### src/rtl/key_conditioner.sv
// Push-button conditioner: 2-flop sync, counter debounce FSM, level plus press/release/long pulses per key.
// Latency: key_n edge to pressed/press_pulse is 2 + DEBOUNCE_CYCLES clocks; release is symmetric.
// Backpressure: none; all outputs are registered status/pulses that downstream must sample every cycle.
module key_conditioner #(
    parameter int N_KEYS          = 2,
    parameter int DEBOUNCE_CYCLES = 500000,
    parameter int LONG_CYCLES     = 50000000,
    parameter int CNT_W           = 26
) (
    input  logic              clk,
    input  logic              rst,
    input  logic [N_KEYS-1:0] key_n,
    output logic [N_KEYS-1:0] pressed,
    output logic [N_KEYS-1:0] press_pulse,
    output logic [N_KEYS-1:0] release_pulse,
    output logic [N_KEYS-1:0] long_pulse
);

    typedef enum logic [1:0] {
        RELEASED,
        WAIT_PRESS,
        PRESSED,
        WAIT_RELEASE
    } state_t;

    localparam logic [CNT_W-1:0] DEB_LAST  = CNT_W'(DEBOUNCE_CYCLES - 1);
    // LONG_CYCLES == 0 disables the hold timer entirely, so the compare value is irrelevant then.
    localparam logic [CNT_W-1:0] LONG_LAST = CNT_W'((LONG_CYCLES > 0) ? (LONG_CYCLES - 1) : 0);
    localparam bit               LONG_EN   = (LONG_CYCLES != 0);

    logic [N_KEYS-1:0] sync1_q, sync1_d;
    logic [N_KEYS-1:0] sync2_q, sync2_d;

    // Two-stage synchronizer chain for the asynchronous key inputs.
    always_comb begin
        sync1_d = key_n;
        sync2_d = sync1_q;
    end

    // Synchronizer flops reset to released (high).
    always_ff @(posedge clk) begin
        if (rst) begin
            sync1_q <= '1;
            sync2_q <= '1;
        end else begin
            sync1_q <= sync1_d;
            sync2_q <= sync2_d;
        end
    end

    for (genvar g = 0; g < N_KEYS; g++) begin : g_key
        state_t           state_q, state_d;
        logic [CNT_W-1:0] deb_cnt_q, deb_cnt_d;
        logic [CNT_W-1:0] hold_cnt_q, hold_cnt_d;
        logic             long_done_q, long_done_d;
        logic             pressed_q, pressed_d;
        logic             press_pulse_q, press_pulse_d;
        logic             release_pulse_q, release_pulse_d;
        logic             long_pulse_q, long_pulse_d;
        logic             s;

        // s = 1 means the synchronized key is pressed.
        assign s = ~sync2_q[g];

        // Debounce FSM plus hold timer; pulses default low so they last one cycle.
        always_comb begin
            state_d         = state_q;
            deb_cnt_d       = deb_cnt_q;
            hold_cnt_d      = hold_cnt_q;
            long_done_d     = long_done_q;
            pressed_d       = pressed_q;
            press_pulse_d   = 1'b0;
            release_pulse_d = 1'b0;
            long_pulse_d    = 1'b0;

            case (state_q)
                RELEASED: begin
                    if (s) begin
                        state_d   = WAIT_PRESS;
                        deb_cnt_d = '0;
                    end
                end
                WAIT_PRESS: begin
                    if (!s) begin
                        state_d = RELEASED;
                    end else if (deb_cnt_q == DEB_LAST) begin
                        state_d       = PRESSED;
                        press_pulse_d = 1'b1;
                        pressed_d     = 1'b1;
                        hold_cnt_d    = '0;
                        long_done_d   = 1'b0;
                    end else begin
                        deb_cnt_d = deb_cnt_q + CNT_W'(1);
                    end
                end
                PRESSED: begin
                    if (!s) begin
                        state_d   = WAIT_RELEASE;
                        deb_cnt_d = '0;
                    end
                end
                WAIT_RELEASE: begin
                    if (s) begin
                        // Release bounce: back to held without disturbing the hold timer.
                        state_d = PRESSED;
                    end else if (deb_cnt_q == DEB_LAST) begin
                        state_d         = RELEASED;
                        release_pulse_d = 1'b1;
                        pressed_d       = 1'b0;
                    end else begin
                        deb_cnt_d = deb_cnt_q + CNT_W'(1);
                    end
                end
                default: state_d = RELEASED;
            endcase

            // Hold timer runs while the key is accepted as held; freezes after firing once.
            if (LONG_EN && (state_q == PRESSED || state_q == WAIT_RELEASE) && !long_done_q) begin
                if (hold_cnt_q == LONG_LAST) begin
                    long_pulse_d = 1'b1;
                    long_done_d  = 1'b1;
                end else begin
                    hold_cnt_d = hold_cnt_q + CNT_W'(1);
                end
            end
        end

        // Per-key state and registered outputs.
        always_ff @(posedge clk) begin
            if (rst) begin
                state_q         <= RELEASED;
                deb_cnt_q       <= '0;
                hold_cnt_q      <= '0;
                long_done_q     <= 1'b0;
                pressed_q       <= 1'b0;
                press_pulse_q   <= 1'b0;
                release_pulse_q <= 1'b0;
                long_pulse_q    <= 1'b0;
            end else begin
                state_q         <= state_d;
                deb_cnt_q       <= deb_cnt_d;
                hold_cnt_q      <= hold_cnt_d;
                long_done_q     <= long_done_d;
                pressed_q       <= pressed_d;
                press_pulse_q   <= press_pulse_d;
                release_pulse_q <= release_pulse_d;
                long_pulse_q    <= long_pulse_d;
            end
        end

        assign pressed[g]       = pressed_q;
        assign press_pulse[g]   = press_pulse_q;
        assign release_pulse[g] = release_pulse_q;
        assign long_pulse[g]    = long_pulse_q;
    end

endmodule

### config.mk
export PLATFORM = sky130hd
export DESIGN_NAME = key_conditioner
export DESIGN_NICKNAME = d
export VERILOG_FILES = /design/src/rtl/key_conditioner.sv
export SDC_FILE = /design/constraint.sdc
export NUM_CORES = 1
export LEC_CHECK = 0
export BUFFER_PORTS_ARGS = -buffer_cell sky130_fd_sc_hd__buf_2
export CORE_ASPECT_RATIO = 1.75
export CORE_MARGIN = 3
export CORE_UTILIZATION = 55
export CTS_BUF_LIST = sky130_fd_sc_hd__clkbuf_8
export CTS_CLUSTER_SIZE = 24
export DETAILED_ROUTE_END_ITERATION = 10
export MAX_ROUTING_LAYER = met4
export PLACE_DENSITY = 0.75
export SLEW_MARGIN = 20
export SYNTH_ARGS = -nofsm -noshare
export SYNTH_HDL_FRONTEND = slang
export SYNTH_SLANG_ARGS = --single-unit
### constraint.sdc
create_clock -name clk -period 3.95 [get_ports clk]
set_clock_uncertainty 0.15 [all_clocks]
set_input_delay 0.395 -clock clk [delete_from_list [all_inputs] [get_ports clk]]
set_output_delay 0.395 -clock clk [all_outputs]
set_load 0.01 [all_outputs]
# After elaboration in Yosys (flattened, before gate mapping)

Cells that the tools add are included.

Bits in registers: 122
Input port bits: 4
Output and inout bits: 8

Add/sub/neg operators: 4
Eq/ne operators: 26
Mux-type cells: 60
Bitwise operators: 8
Reductions and logical operators: 22

Operators by type and width:

| operator                                                                 | number |
|---|---|
| 26-bit two-way mux                                                       | 20 |
| 26-bit case mux with 4 select lines                                      | 2 |
| 26-bit by 1-bit adder with 26-bit output (second input constant)         | 4 |
| 26-bit by 19-bit equality test with 1-bit output (second input constant) | 2 |
| 26-bit equality test (second input constant)                             | 2 |
| 2-bit two-way mux                                                        | 12 |
| 2-bit != test (second input constant)                                    | 12 |
| 1-bit two-way mux                                                        | 22 |
| 2-bit case mux with 4 select lines                                       | 2 |
| 4-bit AND reduction                                                      | 4 |
| 3-bit != test (second input constant)                                    | 4 |
| 3-bit OR reduction                                                       | 4 |
| 5-bit AND reduction                                                      | 2 |
| 2-bit equality test (second input constant)                              | 4 |
| 1-bit NOT                                                                | 8 |
| 2-bit by 1-bit equality test with 1-bit output (second input constant)   | 2 |
| 2-bit zero test                                                          | 2 |
| 1-bit case mux with 2 select lines                                       | 2 |
| 2-bit nonzero test                                                       | 2 |
| 2-bit OR reduction                                                       | 2 |
| 1-bit logical AND                                                        | 2 |
| 1-bit zero test                                                          | 2 |
| 1-bit logical OR                                                         | 2 |

# Logic depth before layout (Yosys ltp)

Depth in word-level cells: 6
Gate-level depth with buffers: 9
Depth with buffers taken out: 6

# Worst setup path after synthesis

No wires, ideal clock.

Path type: register -> register
Start: register g_key[0].deb_cnt_q[0]
End: register g_key[0].deb_cnt_q[4]
Arrival: 1822 ps
Setup slack: 1914 ps
Stages on the path, launching flop included: 10
Path buffers: 3
Cell sequence: dfxtp_1 ha_1 and4_1 buf_2 nand4_2 o21ai_1 buf_4 o21ai_2 buf_2 nor2_1

Cells in the longest elaborated chain, start to end: 4
Elaborated cells between the ends (all ways): 6
Those cells by class: add/sub (1); eq/ne (1); mux (4)

Ends and longest elaborated chain:

| item                                                                                                         | line    | text |
|---|---|---|
| start: declaration                                                                                           | 53      | `logic [CNT_W-1:0] deb_cnt_q, deb_cnt_d;` |
| start signal: assignment                                                                                     | 141     | `deb_cnt_q <= deb_cnt_d;` |
| 26-bit by 1-bit adder with 26-bit output or 26-bit by 19-bit equality test with 1-bit output (tied branches) | -       |  |
| 26-bit two-way mux (*)                                                                                       | 86, 106 |  |
| 26-bit two-way mux, on equally long branches                                                                 | 103, 84 |  |
| 26-bit case mux with 4 select lines (*)                                                                      | 76      | `case (state_q)` |

Mark *: on every way between the ends. The rest lies on a longest branch, timed or not. The select of a mux whose other input is x is not followed.
A chain may end at the register's enable or synchronous reset.

# Worst setup path in the final report

Start: register g_key[0].deb_cnt_q[0]
End: register g_key[0].deb_cnt_q[7]

Same word-level chain as after synthesis.

==> qor.yml <==
cts_buffer_depth: 2
setup_viol: 0
grt_max_degree: 25
synth_top_area_cell: "dfxtp_1"
place_area_um2: 5910
power.density_nw_per_um2: 385
cts_setup_buffers: 0
peakVddDrop_mv: 0.321
insertion_delay_ns: 0.45
path_class: "reg -> reg"
crit_end: "g_key[0].deb_cnt_q[7]"
rsz0062_at_grt: "no"
swShare: 0.232
seqPwrFrac: 0.509
critPathLaunchType: "flip-flop"
io_buffers: 11
synthTopCellsByArea: "dfxtp_1 41%, xnor2_1 5.0%, nor2_1 4.8%"
max-cap-violations: 0
synthFlopType: "dfxtp_1"
synth_edf_count: 0
antenna_found_initial: 0
n_antenna_cell: 0
clock-sinks: 122
worstRegToRegCells: 6
synth_cell_type_count: 62
arrival_ns: 3.06
coreArea_um2: 10400
syn-instance-count: 685
hold_slack_ns: 0.207
status: "finished clean"
min_period_ns: 2.85
setup-tns-final_ns: 0
gp_congestion: 0.802
syn_to_final_growth_pct: 7.49
ys_seq_area_frac: 0.414
grt_pass1_vias: 4790
stdcell_count: 817
power_frac_comb: 0.021
vias_per_cell: 6.04
clkPwrFrac: 0.470
track_usage: 0.218
drt-wirelength-per-cell_um: 14.7
die_h_um: 143
yosysTopAreaCellShare: 0.414
cts_root_buf: "clkbuf_8"
reg2reg_from: "g_key[0].deb_cnt_q[0]"
hpwl_mm: 8.35
syn_area_per_cell_um2: 8.61
drive_gt1_frac: 0.0884
min-delay-path-class: "in -> reg"
r2r_end: "g_key[0].deb_cnt_q[7]"
reg2reg_slack_ns: 1.10
placed_cells: 783
vias: 4935
path_cells: "ha_1 -> and4_1 -> nand4_2 -> o21ai_1 -> o21ai_2 -> nor2_1"
rows: 49
cp-end-kind: "flip-flop"
cts_made_buffers: 17
ant_nets: 0
drcViolationCount: 0
cts_tree: "built"
start_util: 0.569
worst_ep_required_time_ns: 4.17
yosysWarnings: 0
final_nets: 685
fp.dieArea_um2: 12100
drt_iter0_drc: 280
synth_fp_nets: 693
final_max_slew_viol_count: 0
max_stage_delay_ns: 0.70
leakage_nw: 2.12
die_width_um: 84.3
num_io_pins: 12
htreeDepth: 4
worst_pin_slew_ns: 0.903
stdcell_area_um2: 6340
clk_pin_slew_ns: 0.07
netlist_area_um2: 5900
slowest_stage: "o21ai_1"
hold_viol_final: 0
grt_pass1_wl_mm: 21.0
ys_ff_latch: 122
period_share: 0.721
max_freq_mhz: 351
cp-startpoint: "g_key[0].deb_cnt_q[0]"
switchingPower_mw: 0.565
p_int_mw: 1.88
async_reset_ff_frac: 0
firstDrtPassIters: 4
slew_headroom: 0.396
wirelength_mm: 12.0
grt_remaining_overflow: 0
crit_fanout: 22
-- timing repair --
item	4_1_cts	5_1_grt
gates resized for setup	0	0
hold buffers	2	0
hold endpoints to repair	2	0
-- cell usage after synthesis, drive strengths merged, types with 9 or more instances --
master / n
or3: 24
nor3: 20
nor4: 24
and3: 16
clkbuf: 18
a21oi: 31
and4: 11
inv: 11
buf: 25
dfxtp: 122
nor2: 75
or4: 10
nand4: 35
o31ai: 9
nand3: 42
nand2: 44
xnor2: 35
o21ai: 30
xor2: 30
-- sequential cells by signal, summed over array words and instances (netlist names), named ones only --
| signal | count |
|---|---|
| g_key.deb_cnt_q | 52 |
| g_key.hold_cnt_q | 52 |
| g_key.long_done_q | 2 |
| g_key.long_pulse_q | 2 |
| g_key.press_pulse_q | 2 |
| g_key.pressed_q | 2 |
| g_key.release_pulse_q | 2 |
| g_key.state_q | 2 |
| sync1_q | 2 |
| sync2_q | 2 |
-- placed cells by master (no fill, tap or decap), types with 3 or more instances in the layout --
cell | synthesis | layout
and4b_1 | 3 | 3
buf_4 | 9 | 3
nor4_1 | 22 | 22
o21ai_1 | 4 | 4
ha_1 | 4 | 4
clkinvlp_4 | 0 | 3
nor3b_1 | 6 | 6
nor4bb_1 | 4 | 4
dfxtp_1 | 122 | 122
and4_1 | 10 | 10
nor4b_1 | 5 | 5
or4_1 | 10 | 10
o21ai_0 | 25 | 25
clkinv_4 | 0 | 4
nor3_1 | 19 | 19
o31ai_1 | 8 | 8
or2_2 | 4 | 4
bufinv_16 | 0 | 3
a31oi_1 | 4 | 4
buf_2 | 15 | 11
and2_1 | 7 | 7
nor2_1 | 75 | 75
nand2_1 | 44 | 44
clkinv_2 | 0 | 4
clkbuf_8 | 0 | 17
a21oi_1 | 31 | 31
and3_1 | 16 | 16
inv_1 | 11 | 11
nand4_1 | 33 | 33
o211ai_1 | 4 | 4
nand3_1 | 41 | 41
xor2_1 | 30 | 30
mux2i_1 | 3 | 3
xnor2_1 | 34 | 34
or3_1 | 24 | 24
or4b_1 | 3 | 3
a21o_1 | 4 | 4
-- kinds of logic after synthesis --
| logic type | Yosys count | synth area share |
|---|---|---|
| AO/OA/AOI/OAI | 94 | 0.102 |
| XOR/XNOR | 65 | 0.0978 |
| adder cells (fa/ha/maj) | 4 | 0.00848 |
| buffers and inverters | 54 | 0.0452 |
| flip-flops | 122 | 0.414 |
| multiplexers | 3 | 0.00509 |
| AND/OR/NAND/NOR | 343 | 0.327 |
-- worst max-delay path: cells and delay by family, from the launching register on --
kind,cells,cell delay [ns]
AO/OA/AOI/OAI,2,1.11
AND/OR/NAND/NOR,3,0.89
flip-flops,1,0.39
adder cells (fa/ha/maj),1,0.22
-- cell type report --
| type | instances | area (µm²) |
|---|---|---|
| clock buffers | 17 | 234 |
| fillers | 905 | 4020 |
| flip-flops and latches | 122 | 2440 |
| well taps | 127 | 159 |
| repair buffers | 16 | 97.6 |
| inverters | 11 | 41.3 |
| clock inverters | 15 | 176 |
| multi-input cells | 509 | 3190 |
-- worst min path at each step --
stage	endpoint	slack, ns	cells after the start	startpoint
after CTS	g_key[0].state_q[0]	0.20	2	rst
after global placement	sync2_q[0]	0.24	1	sync1_q[0]
final	g_key[0].state_q[0]	0.21	2	rst
after detailed placement	sync2_q[0]	0.24	1	sync1_q[0]
after global routing	g_key[0].state_q[0]	0.25	2	rst
after floorplan	sync2_q[0]	0.24	1	sync1_q[0]
-- power groups by stage --
stage	logic (mW)	clock network, mW	registers [mW]
after detailed placement	0.0499	0	1.27
after floorplan	0.0423	0	1.27
after CTS	0.0516	1.17	1.24
after global placement	0.0487	0	1.27
after global routing	0.0568	1.22	1.24
final	0.0508	1.15	1.24
-- per-layer routing --
layer  GRT usage  vias to the layer above  part of all wire
met3      0.0468                       18             0.025
li1            -                     2468                 -
met1       0.228                     2387              0.42
met5           -                        -                 0
met4       0.104                        0             0.016
met2       0.385                       62              0.54
-- stage by stage --
step	setup slack, ns	util	power (mW)
floorplan	1.91	-	1.31
finish	1.10	0.612	2.44
global route	0.815	0.612	2.52
global placement	1.24	0.571	1.32
detailed placement	1.12	0.571	1.32
CTS	1.10	0.612	2.46
Note: power is estimated with default switching activity, not from simulation.
